### config.mk
export PLATFORM = sky130hd
export DESIGN_NAME = stream_color_mask
export DESIGN_NICKNAME = d
export VERILOG_FILES = /design/src/rtl/color_mask_pkg.sv /design/src/rtl/color_range_cmp.sv /design/src/rtl/stream_color_mask.sv
export SDC_FILE = /design/constraint.sdc
export NUM_CORES = 1
export LEC_CHECK = 0
export ABC_CLOCK_PERIOD_IN_PS = 3700
export CAP_MARGIN = 20
export CORE_MARGIN = 5
export CORE_UTILIZATION = 32
export CTS_CLUSTER_SIZE = 28
export DETAILED_ROUTE_END_ITERATION = 16
export GPL_ROUTABILITY_DRIVEN = 0
export PLACE_DENSITY_LB_ADDON = 0.15
export SLEW_MARGIN = 10
export SYNTH_ARGS = -nofsm -noshare
export SYNTH_HDL_FRONTEND = slang
export SYNTH_SLANG_ARGS = --single-unit
### constraint.sdc
create_clock -name clk -period 3.7 [get_ports clk]
set_input_delay 0.74 -clock clk [delete_from_list [all_inputs] [get_ports clk]]
set_output_delay 0.74 -clock clk [all_outputs]
set_load 0.005 [all_outputs]
### src/rtl/color_mask_pkg.sv
// Shared pixel/range types and counter sizing for the streaming colour-mask pipeline.
package color_mask_pkg;

  localparam int N_CH = 3;
  localparam int CH_W = 8;

  typedef logic [N_CH-1:0][CH_W-1:0] pixel_t;

  typedef struct packed {
    pixel_t lower;
    pixel_t upper;
  } range_t;

  function automatic int cnt_width(input int height, input int length);
    return $clog2(height * length + 1);
  endfunction

endpackage

### src/rtl/color_range_cmp.sv
// One colour-box test: per-channel inclusive bounds check, forced low when the box is disabled.
module color_range_cmp
  import color_mask_pkg::*;
(
  input  pixel_t            i_pixel,
  input  range_t            i_range,
  input  logic              i_en,
  output logic [N_CH-1:0]   o_in_range
);

  always_comb begin
    o_in_range = '0;
    for (int c = 0; c < N_CH; c++) begin
      o_in_range[c] = i_en && (i_pixel[c] >= i_range.lower[c]) && (i_pixel[c] <= i_range.upper[c]);
    end
  end

endmodule

### src/rtl/stream_color_mask.sv
// Two-stage valid/ready pipeline producing a per-pixel colour-box mask, with frame geometry
// tracking, per-frame match counting and a frame-done pulse.
module stream_color_mask
  import color_mask_pkg::*;
#(
  parameter int N_RANGES = 2,
  parameter int HEIGHT   = 2,
  parameter int LENGTH   = 4,
  parameter int CNT_W    = cnt_width(HEIGHT, LENGTH)
) (
  input  logic                       clk,
  input  logic                       rst_n,
  input  pixel_t [N_RANGES-1:0]      cfg_lower,
  input  pixel_t [N_RANGES-1:0]      cfg_upper,
  input  logic   [N_RANGES-1:0]      cfg_range_en,
  input  logic                       cfg_invert,
  input  logic                       s_valid,
  output logic                       s_ready,
  input  pixel_t                     s_pixel,
  input  logic                       s_sof,
  input  logic                       s_eol,
  output logic                       m_valid,
  input  logic                       m_ready,
  output logic                       m_mask,
  output logic                       m_sof,
  output logic                       m_eol,
  output logic                       frame_done,
  output logic [CNT_W-1:0]           match_count,
  output logic                       frame_error
);

  localparam int COL_W = $clog2(LENGTH + 1);
  localparam int ROW_W = $clog2(HEIGHT + 1);
  localparam logic [COL_W-1:0] LAST_COL = COL_W'(LENGTH - 1);
  localparam logic [ROW_W-1:0] LAST_ROW = ROW_W'(HEIGHT - 1);

  logic                             r_alive;
  range_t [N_RANGES-1:0]            r_range_sh;
  logic   [N_RANGES-1:0]            r_en_sh;
  logic                             r_inv_sh;
  range_t [N_RANGES-1:0]            w_range;
  logic   [N_RANGES-1:0]            w_en;
  logic                             w_inv;
  logic   [N_RANGES-1:0][N_CH-1:0]  w_cmp;
  logic                             w_s2_ready, w_s1_load, w_acc, w_take_cfg, w_out;

  logic [COL_W-1:0]                 r_col, w_pos_col;
  logic [ROW_W-1:0]                 r_row, w_pos_row;
  logic                             r_framed, r_complete, r_frame_err;
  logic                             w_last, w_sof_err, w_eol_err;

  logic [N_RANGES-1:0][N_CH-1:0]    r_cmp_p1;
  logic                             r_vld_p1, r_inv_p1, r_sof_p1, r_eol_p1, r_last_p1;
  logic                             w_match_p1;
  logic                             r_vld_p2, r_mask_p2, r_match_p2, r_sof_p2, r_eol_p2, r_last_p2;

  logic [CNT_W-1:0]                 r_run, r_match_cnt, w_base, w_sum;
  logic                             r_frame_done;

  assign w_s2_ready = !r_vld_p2 || m_ready;
  assign w_s1_load  = !r_vld_p1 || w_s2_ready;
  assign s_ready    = r_alive && w_s1_load;
  assign w_acc      = s_valid && s_ready;
  assign w_take_cfg = w_acc && s_sof;
  assign w_out      = r_vld_p2 && m_ready;

  // The SOF beat itself must see the new configuration, so bypass the shadow on that beat.
  always_comb begin
    w_range = r_range_sh;
    w_en    = r_en_sh;
    w_inv   = r_inv_sh;
    if (w_take_cfg) begin
      for (int r = 0; r < N_RANGES; r++) begin
        w_range[r] = range_t'({cfg_lower[r], cfg_upper[r]});
      end
      w_en  = cfg_range_en;
      w_inv = cfg_invert;
    end
  end

  for (genvar r = 0; r < N_RANGES; r++) begin : g_rng
    color_range_cmp u_cmp (
      .i_pixel    (s_pixel),
      .i_range    (w_range[r]),
      .i_en       (w_en[r]),
      .o_in_range (w_cmp[r])
    );
  end

  always_comb begin
    w_pos_col = s_sof ? '0 : r_col;
    w_pos_row = s_sof ? '0 : r_row;
    w_last    = (s_sof || r_framed) && (w_pos_row == LAST_ROW) && (w_pos_col == LAST_COL);
    w_sof_err = s_sof && r_framed && !r_complete && ((r_row != '0) || (r_col != '0));
    w_eol_err = s_eol && (w_pos_col != LAST_COL);
  end

  always_ff @(posedge clk or negedge rst_n) begin
    if (!rst_n) begin
      r_alive     <= 1'b0;
      r_range_sh  <= '0;
      r_en_sh     <= '0;
      r_inv_sh    <= 1'b0;
      r_col       <= '0;
      r_row       <= '0;
      r_framed    <= 1'b0;
      r_complete  <= 1'b0;
      r_frame_err <= 1'b0;
    end else begin
      r_alive <= 1'b1;
      if (w_take_cfg) begin
        r_range_sh <= w_range;
        r_en_sh    <= w_en;
        r_inv_sh   <= w_inv;
      end
      if (w_acc) begin
        r_framed <= r_framed | s_sof;
        if (s_eol) begin
          r_col <= '0;
          r_row <= w_pos_row + 1'b1;
        end else begin
          r_col <= w_pos_col + 1'b1;
          r_row <= w_pos_row;
        end
        if (w_last)     r_complete <= 1'b1;
        else if (s_sof) r_complete <= 1'b0;
        if (s_sof)                       r_frame_err <= w_sof_err || w_eol_err;
        else if (w_eol_err || !r_framed) r_frame_err <= 1'b1;
      end
    end
  end

  // ---- S1: per-range / per-channel compare bits ----
  always_ff @(posedge clk) begin
    if (w_acc) begin
      r_cmp_p1  <= w_cmp;
      r_inv_p1  <= w_inv;
      r_sof_p1  <= s_sof;
      r_eol_p1  <= s_eol;
      r_last_p1 <= w_last;
    end
  end

  always_comb begin
    w_match_p1 = 1'b0;
    for (int r = 0; r < N_RANGES; r++) begin
      if (&r_cmp_p1[r]) w_match_p1 = 1'b1;
    end
  end

  // ---- S2: OR-reduce, polarity select, output register ----
  always_ff @(posedge clk or negedge rst_n) begin
    if (!rst_n) begin
      r_vld_p1   <= 1'b0;
      r_vld_p2   <= 1'b0;
      r_mask_p2  <= 1'b0;
      r_match_p2 <= 1'b0;
      r_sof_p2   <= 1'b0;
      r_eol_p2   <= 1'b0;
      r_last_p2  <= 1'b0;
    end else begin
      if (w_s1_load)  r_vld_p1 <= w_acc;
      if (w_s2_ready) r_vld_p2 <= r_vld_p1;
      if (w_s2_ready && r_vld_p1) begin
        r_mask_p2  <= ~(w_match_p1 ^ r_inv_p1);
        r_match_p2 <= w_match_p1;
        r_sof_p2   <= r_sof_p1;
        r_eol_p2   <= r_eol_p1;
        r_last_p2  <= r_last_p1;
      end
    end
  end

  // An output SOF restarts the running count so stray pre-frame beats never leak into it.
  assign w_base = r_sof_p2 ? '0 : r_run;
  assign w_sum  = w_base + CNT_W'(r_match_p2);

  always_ff @(posedge clk or negedge rst_n) begin
    if (!rst_n) begin
      r_run        <= '0;
      r_match_cnt  <= '0;
      r_frame_done <= 1'b0;
    end else begin
      r_frame_done <= 1'b0;
      if (w_out) begin
        if (r_last_p2) begin
          r_match_cnt  <= w_sum;
          r_run        <= '0;
          r_frame_done <= 1'b1;
        end else begin
          r_run <= w_sum;
        end
      end
    end
  end

  assign m_valid     = r_vld_p2;
  assign m_mask      = r_mask_p2;
  assign m_sof       = r_sof_p2;
  assign m_eol       = r_eol_p2;
  assign frame_done  = r_frame_done;
  assign match_count = r_match_cnt;
  assign frame_error = r_frame_err;

endmodule

# Word level (Yosys, flattened, before mapping)
# Index checks and enable logic that the tools add are counted.
# W data, S select, Z words.
# word_totals
word_cells	116
input_bits	129
ff_bits	134
out_inout_bits	11
# classes
n_reduce_logical	42
eq_ne	3
n_addsub	3
order_cmp	12
bitwise	3
muxes	17
# op_table
operator	n
$mux W96	1
$ge A8 B8 Y1	6
$le A8 B8 Y1	6
$logic_and A1 B1 Y1	23
$mux W1	9
$mux W4	2
$logic_or A1 B1 Y1	6
$mux W2	3
$mux W3	2
$reduce_and A2 Y1	3
$reduce_and A3 Y1	2
$reduce_bool A2 Y1	3
$add A4 B1 Y4	1
$logic_not A1 Y1	4
$add A3 B1 Y3 const B	1
$eq A3 B2 Y1 const B	1
$ne A3 B2 Y1 const B	1
$reduce_bool A3 Y1	1
$add A2 B1 Y2 const B	1
$eq A2 B1 Y1 const B	1
$not A1 Y1	1
$or A1 B1 Y1	1
$xor A1 B1 Y1	1

# Longest topological paths before layout
# Gate-level depths: netlist of run 1.
# depth
depth_word	10
ltp_mapped	14
depth_no_buf	12

# Hierarchy
# Synthesis of run 1 repeated with hierarchy kept, for this count alone.
# unflattened
cells_unflattened	764
area_unflattened_um2	8812.2
# by_module_without_submodules
mod	cells_each	instances	seq_area_each_um2	area_each_um2
stream_color_mask	444	1	3403.3	6510.0
color_range_cmp	160	2	0.0	1151.1

# Worst setup path after synthesis of run 1
# OpenSTA, ideal clock, no wires.
# synth_timing
path_type	input to register
startpoint	input port m_ready
endpoint	register r_cmp_p1[2] (netlist bit), data pin
slack_ps	641
t_arrival_ps	2929
setup_ps	130
stages	13
path_buffers	2
required_time_ps	3570
path_cell_list	nand3b_4 > nand3_4 > inv_4 > and2_4 > buf_6 > buf_6 > mux2i_2 > ha_1 > nor2b_1 > o211ai_1 > a21oi_1 > a2111oi_0 > o211a_1
# synth_between
elab_chain_cells	9
word_cells_on_any_way	11
classes_between	order compare (2); mux (2); reduce/logical (7)
# synth_rtl
item	line	source
from (decl)	stream_color_mask.sv:23	input logic m_ready,
$logic_or A1 B1 Y1 (*)	stream_color_mask.sv:60	assign w_s2_ready = !r_vld_p2 || m_ready;
$logic_or A1 B1 Y1 (*)	stream_color_mask.sv:61	assign w_s1_load = !r_vld_p1 || w_s2_ready;
$logic_and A1 B1 Y1 (*)	stream_color_mask.sv:62	assign s_ready = r_alive && w_s1_load;
$logic_and A1 B1 Y1 (*)	stream_color_mask.sv:63	assign w_acc = s_valid && s_ready;
named net w_acc	stream_color_mask.sv:45	logic w_s2_ready, w_s1_load, w_acc, w_take_cfg, w_out;
$logic_and A1 B1 Y1 (*)	stream_color_mask.sv:64	assign w_take_cfg = w_acc && s_sof;
$mux W96	stream_color_mask.sv:72	if (w_take_cfg) begin
$ge A8 B8 Y1	color_range_cmp.sv:14	o_in_range[c] = i_en && (i_pixel[c] >= i_range.lower[c]) && (i_pixel[c] <= i_range.upper[c]);
$logic_and A1 B1 Y1	color_range_cmp.sv:14	
$logic_and A1 B1 Y1 (*)	color_range_cmp.sv:14	
named net g_rng[0].u_cmp.o_in_range[2]	color_range_cmp.sv:8	output logic [N_CH-1:0] o_in_range
to (signal assigned)	stream_color_mask.sv:136	r_cmp_p1 <= w_cmp;
to (decl)	stream_color_mask.sv:52	logic [N_RANGES-1:0][N_CH-1:0] r_cmp_p1;
# Mark *: on every way through the listed nets, which the timed path passes. The rest lies on a longest branch.
# A chain may end at the register's enable or synchronous reset.

# Worst setup path in the final report of run 1
# layout_timing
startpoint	input port m_ready
endpoint	register r_cmp_p1[0] (netlist bit), data pin
# The elaborated chain is that of the path after synthesis.

==> impl_metrics.env, run 1 <==
export IMPL_status="finished, final reports clean"
export IMPL_ff2ff_setup_slack_ps=880
export IMPL_crit_path_cell_trace="clkdlybuf4s50_1 -> nand3b_4 -> nand3_4 -> inv_4 -> nand2_4 -> mux2i_1 -> ha_1 -> o211ai_1 -> a21oi_1 -> a2111oi_0 -> o21ai_0 -> and3_1"
export IMPL_setup_tns_ps=0
export IMPL_max_slew_margin_pct=53.9
export IMPL_drtPass1Iterations=4
export IMPL_routed_wl_microns=18400
export IMPL_clock_latency_ps=420
export IMPL_numCtsBuffers=17
export IMPL_crit_slowest_cell="a2111oi_0"
export IMPL_max_freq_mhz=308
export IMPL_placed_area_sq_mm=0.00930
export IMPL_max_stage_delay_ps=510
export IMPL_die_h_microns=162
export IMPL_skew_ps=16.1
export IMPL_crit_path_start_kind="primary input"
export IMPL_rsz0062_at_grt="false"
export IMPL_portBuffers=139
export IMPL_start_util_pct=32.7
export IMPL_grt_max_degree=125
export IMPL_yosysMostFrequentCell="dfrtp_1"
export IMPL_coreArea_sq_mm=0.0228
export IMPL_vias_per_cell=4.51
export IMPL_synthArstFlopShare_pct=92.5
export IMPL_grt_overflow=0
export IMPL_period_share_pct=87.8
export IMPL_synth_top_cell_by_area="dfrtp_1"
export IMPL_grt_usage_pct=14.3
export IMPL_setup_viol=0
export IMPL_cts_resized=0
export IMPL_rows=55
export IMPL_syn_mean_instance_area_sq_um=10.9
export IMPL_hold_viol=0
export IMPL_antenna_found_initial=0
export IMPL_post_route_util_pct=43.6
export IMPL_dp_hpwl_microns=14200
export IMPL_cts_root_buffer_cell="clkbuf_16"
export IMPL_vdd_drop_max_mv=0.248
export IMPL_power_w=0.00483
export IMPL_yosys_warnings=0
export IMPL_nNetsFinal=1074
export IMPL_required_ps=3870
export IMPL_vias=5272
export IMPL_cts_sinks=134
export IMPL_cp_end_kind="flip-flop"
export IMPL_post_cts_buffers=0
export IMPL_cp_max_fo=14
export IMPL_finalCriticalPeriod_ps=3250
export IMPL_critPathKind="in2reg"
export IMPL_synthTopCellsByCount="124 x dfrtp_1, 101 x ha_1, 85 x inv_1, 80 x nand2_1, 77 x mux2i_1"
export IMPL_syn_area_sq_mm=0.00744
export IMPL_cts_buffer_depth=2
export IMPL_fp_dieW_microns=162
export IMPL_synth_ff_type="dfrtp_1"
export IMPL_timing_rr_end="r_cmp_p1[0]$_DFFE_PP_"
export IMPL_synth_area_leaders="dfrtp_1 42%, ha_1 17%, mux2i_1 10%"
export IMPL_reg2reg_from="m_valid$_DFFE_PN0P_"
export IMPL_holdCritPathClass="in2async"
export IMPL_drc=0
export IMPL_drv_cap=0
export IMPL_htree_levels=4
export IMPL_arrival_ps=3420
export IMPL_power_density_mw_per_mm2=486
export IMPL_syn_num_nets=915
export IMPL_antenna_cells=0
export IMPL_synth_edf_count=10
export IMPL_synth_top_area_share_pct=41.7
export IMPL_clk_pin_slew_ps=70
export IMPL_drive_gt1_share_pct=8.41
export IMPL_area_growth_pct=33.6
export IMPL_grt_pass1_vias=5389
export IMPL_design_area_sq_mm=0.00993
export IMPL_synth_cell_type_count=48
export IMPL_postCtsHoldBufs=0
export IMPL_tightest_slew_ps=692
export IMPL_cts_tree="done"
export IMPL_seq_area_frac_synth_pct=45.8
export IMPL_cp_buffers_inverters=2
export IMPL_crit_family="compound AO/OA/AOI/OAI gates"
export IMPL_worstRegToRegCells=11
export IMPL_power_leakage_nw=5.21
export IMPL_initialDrtViolationCount=279
export IMPL_dieArea_sq_mm=0.0264
export IMPL_wl_per_cell_microns=15.7
export IMPL_grt_pass1_wl_microns=29300
export IMPL_io_pins=140
export IMPL_final_max_slew_viol_count=0
export IMPL_ys_ff_latch=134
export IMPL_postRouteAntennaNets=0
export IMPL_synthCells=685
[cell usage in the layout (no fill, tap or decap), types with 5 or more instances in the layout]
cell type	synthesis	layout
mux2_2	7	7
inv_1	85	85
buf_12	0	5
nand4_1	14	14
edfxtp_1	10	10
nor2_1	15	15
o211ai_1	7	7
mux2i_2	7	7
a21oi_1	39	39
nand2_1	80	80
dfrtp_1	124	124
clkbuf_16	0	18
ha_1	101	101
clkdlybuf4s50_1	0	138
mux2i_1	77	77
buf_4	8	10
o211a_1	6	6
nand2b_1	8	8
inv_2	7	7
o21ai_0	25	25
a21o_1	5	5
nor2b_1	12	12
[area by class of cell]
class / count / area (sq um)
clock buffer: 20 / 468
fill: 2211 / 12800
inverter: 93 / 352
clock inverter: 11 / 171
tap: 313 / 392
multi-input combinational: 445 / 3590
timing repair buffer: 153 / 1560
sequential: 134 / 3400
[metrics by stage]
stage / std cells / setup slack, ps / hold WS (ps)
2_1_floorplan: 685 / 641 / 439
6_report: 1169 / 453 / 427
3_5_place_dp: 1138 / 95.5 / 456
3_3_place_gp: 1138 / 92.6 / 452
4_1_cts: 1169 / 511 / 458
5_1_grt: 1169 / 338 / 465
[flip-flops by register name (all words and copies together), names as in the netlist]
register / flops
r_framed: 1
r_match_p2: 1
m_mask: 1
r_inv_sh: 1
r_row: 2
match_count: 4
r_last_p1: 1
m_sof: 1
m_eol: 1
m_valid: 1
r_range_sh: 96
r_complete: 1
r_col: 3
frame_error: 1
r_last_p2: 1
r_vld_p1: 1
r_eol_p1: 1
r_cmp_p1: 6
r_en_sh: 2
r_inv_p1: 1
r_run: 4
r_alive: 1
r_sof_p1: 1
frame_done: 1
[kinds of logic after synthesis]
kind of cell | Yosys count | share of synthesized area [%]
and+or+nand+nor | 141 | 9.05
buffers and inverters | 106 | 6.02
AOI/OAI and AO/OA | 107 | 8.95
xor gates and xnor gates | 4 | 0.471
muxes | 91 | 12.7
adders and majority gates | 101 | 17.0
DFF | 134 | 45.8
other | 1 | 0.0504
[metal layers]
layer	GRT usage, %	up-vias	part of all wire (%)
met4	3.31	0	0.54
met5	0	-	0
met2	23.4	102	47
met3	3.54	5	3.9
met1	19.3	2485	48
li1	-	2680	-
[where the power goes]
group	internal, W	switching, W
Combinational	0.000565	0.000591
Clock	0.00119	0.000657
Sequential	0.00174	0.0000902
[how the worst max path moves through the flow]
stage	start	to	slack (ps)	depth (start not counted)
2_1_floorplan	m_ready	r_cmp_p1[2]$_DFFE_PP_	640	13
3_3_place_gp	m_ready	r_cmp_p1[3]$_DFFE_PP_	90	12
3_5_place_dp	m_ready	r_cmp_p1[0]$_DFFE_PP_	100	12
4_1_cts	m_ready	r_cmp_p1[0]$_DFFE_PP_	510	12
5_1_grt	m_ready	r_cmp_p1[1]$_DFFE_PP_	340	13
6_report	m_ready	r_cmp_p1[0]$_DFFE_PP_	450	12
Note: power is estimated with default switching activity, not from simulation.
==> run 2, diff against run 1 <==
Settings changed: PLACE_DENSITY_LB_ADDON 0.15 to default.
==> run 2 against run 1 <==
Global-route usage fell by 0.21 points; design area fell by 1.1%; hold slack got worse by 53 ps; critical path type unchanged; largest power group is now sequential cells.
==> impl_metrics.env, run 2 (synthesis gave the netlist of run 1 again) <==
export IMPL_final_max_slew_viol_count=0
export IMPL_required_ps=3980
export IMPL_grt_max_degree=55
export IMPL_finalCriticalPeriod_ps=3260
export IMPL_worst_slack_ps=440
export IMPL_die_h_microns=162
export IMPL_tightest_slew_ps=714
export IMPL_coreArea_sq_mm=0.0228
export IMPL_crit_path_start_kind="primary input"
export IMPL_grt_overflow=0
export IMPL_switchingPower_w=0.00130
export IMPL_wl_per_cell_microns=15.4
export IMPL_grt_pass1_wl_microns=29200
export IMPL_fp_dieW_microns=162
export IMPL_post_place_ws_ps=43.4
export IMPL_grt_usage_pct=14.1
export IMPL_max_freq_mhz=307
export IMPL_post_place_cells=1138
export IMPL_vias_per_cell=4.57
export IMPL_rsz0062_at_grt="false"
export IMPL_dieArea_sq_mm=0.0264
export IMPL_holdCritPathClass="in2async"
export IMPL_area_growth_pct=32.0
export IMPL_rows=55
export IMPL_cts_buffer_depth=2
export IMPL_vias=5347
export IMPL_fillers=2191
export IMPL_portBuffers=139
export IMPL_seqCellArea_sq_mm=0.00340
export IMPL_postRouteAntennaNets=0
export IMPL_post_cts_buffers=0
export IMPL_drtPass1Iterations=4
export IMPL_final_common_cell="clkdlybuf4s50_1"
export IMPL_grt_pass1_vias=5572
export IMPL_p_seq_share_pct=40.3
export IMPL_start_util_pct=32.7
export IMPL_critPathKind="in2reg"
export IMPL_nNetsFinal=1074
export IMPL_power_w=0.00455
export IMPL_postCtsHoldBufs=0
export IMPL_cts_tree="done"
export IMPL_setup_viol=0
export IMPL_dp_hpwl_microns=14100
export IMPL_power_density_mw_per_mm2=463
export IMPL_skew_ps=11.9
export IMPL_clock_latency_ps=420
export IMPL_largest_register_ffs=96
export IMPL_setup_tns_ps=0
export IMPL_cts_resized=0
export IMPL_initialDrtViolationCount=215
export IMPL_io_pins=140
export IMPL_cts_root_buffer_cell="clkbuf_16"
export IMPL_cp_max_fo=16
export IMPL_drv_cap=0
export IMPL_layout_common_cells="138 x clkdlybuf4s50_1, 124 x dfrtp_1, 101 x ha_1"
export IMPL_arrival_ps=3540
export IMPL_switching_share_pct=28.7
export IMPL_multiInputGateArea_sq_mm=0.00359
export IMPL_share_comb_of_total_power_pct=25.3
export IMPL_regMostFlops="r_range_sh"
export IMPL_cts_sinks=134
export IMPL_reg2reg_from="m_valid$_DFFE_PN0P_"
export IMPL_numCtsBuffers=17
export IMPL_status="finished, final reports clean"
export IMPL_critical_path_startpoint="m_ready"
export IMPL_stdcell_count=1170
export IMPL_power_leakage_nw=5.14
export IMPL_hold_viol=0
export IMPL_cp_end_kind="flip-flop"
export IMPL_largestRegisters="r_range_sh: 96 flops, r_cmp_p1: 6 flops"
export IMPL_design_area_sq_mm=0.00982
export IMPL_max_slew_margin_pct=52.4
export IMPL_period_share_pct=88.1
export IMPL_p_int_w=0.00324
export IMPL_drive_gt1_share_pct=8.05
export IMPL_vdd_drop_max_mv=0.241
export IMPL_antenna_cells=0
export IMPL_placed_area_sq_mm=0.00928
export IMPL_antenna_found_initial=0
export IMPL_drc=0
export IMPL_htree_levels=4
export IMPL_routed_wl_microns=18100
export IMPL_p_clk_share_pct=34.4
export IMPL_clk_pin_slew_ps=60
==> run 2: cell count changes in the layout (fill, tap and decap cells not counted), sizes merged <==
| cell | previous run | this run |
|---|---|---|
| bufinv | 4 | 1 |
| clkbuf | 20 | 23 |
| inv | 95 | 93 |
| clkinvlp | 0 | 4 |
| clkinv | 5 | 4 |
==> run 2: power by group through the flow <==
stage / logic [W] / registers, W / clock network [W]
floorplan: 0.000729 / 0.00184 / 0
global placement: 0.00114 / 0.00186 / 0
detailed placement: 0.00117 / 0.00186 / 0
CTS: 0.00118 / 0.00184 / 0.00161
global route: 0.00133 / 0.00186 / 0.00168
finish: 0.00115 / 0.00183 / 0.00157
==> run 2: final timing paths <==
| check | end | slack (ps) | cells after the start |
|---|---|---|---|
| min in group clk | r_range_sh[16]$_DFFE_PN0N_ | 470 | 2 |
| min | m_valid$_DFFE_PN0P_ | 370 | 1 |
| max reg2reg | r_cmp_p1[2]$_DFFE_PP_ | 870 | 11 |
| min reg2reg | r_range_sh[16]$_DFFE_PN0N_ | 470 | 2 |
| max | r_cmp_p1[2]$_DFFE_PP_ | 440 | 12 |
| max in group asynchronous | r_range_sh[77]$_DFFE_PN0N_ | 2530 | 2 |
==> run 2: routing by layer <==
metal	up-vias	global-route usage, %	routed length [microns]
li1	2684	-	-
met1	2542	19.2	8750
met2	103	22.8	8370
met3	18	3.47	731
met4	0	3.27	221
met5	-	0	0
==> run 2: cell type report <==
cell class	instances	share of cell area, %
clock buffers	23	4.66
well taps	313	3.99
flip-flops and latches	134	34.7
multi-input cells	445	36.6
clock inverters	9	0.815
inverters	93	3.58
repair buffers	153	15.7
==> run 2: worst max-delay path, stage by stage <==
cell	delay (ps)
clkdlybuf4s50_1	460
nand3b_4	200
nand3_4	110
inv_4	50
nand2_4	220
buf_4	330
mux2i_1	290
ha_1	300
a21oi_1	180
a21oi_1	90
a2111oi_0	380
o211a_1	190
==> run 2: stage by stage <==
stage | utilization, % | hold slack (ps)
after global routing | 43.1 | 434
after detailed placement | 40.8 | 457
final | 43.1 | 374
after floorplan | - | 439
after global placement | 40.8 | 451
after CTS | 43.1 | 405
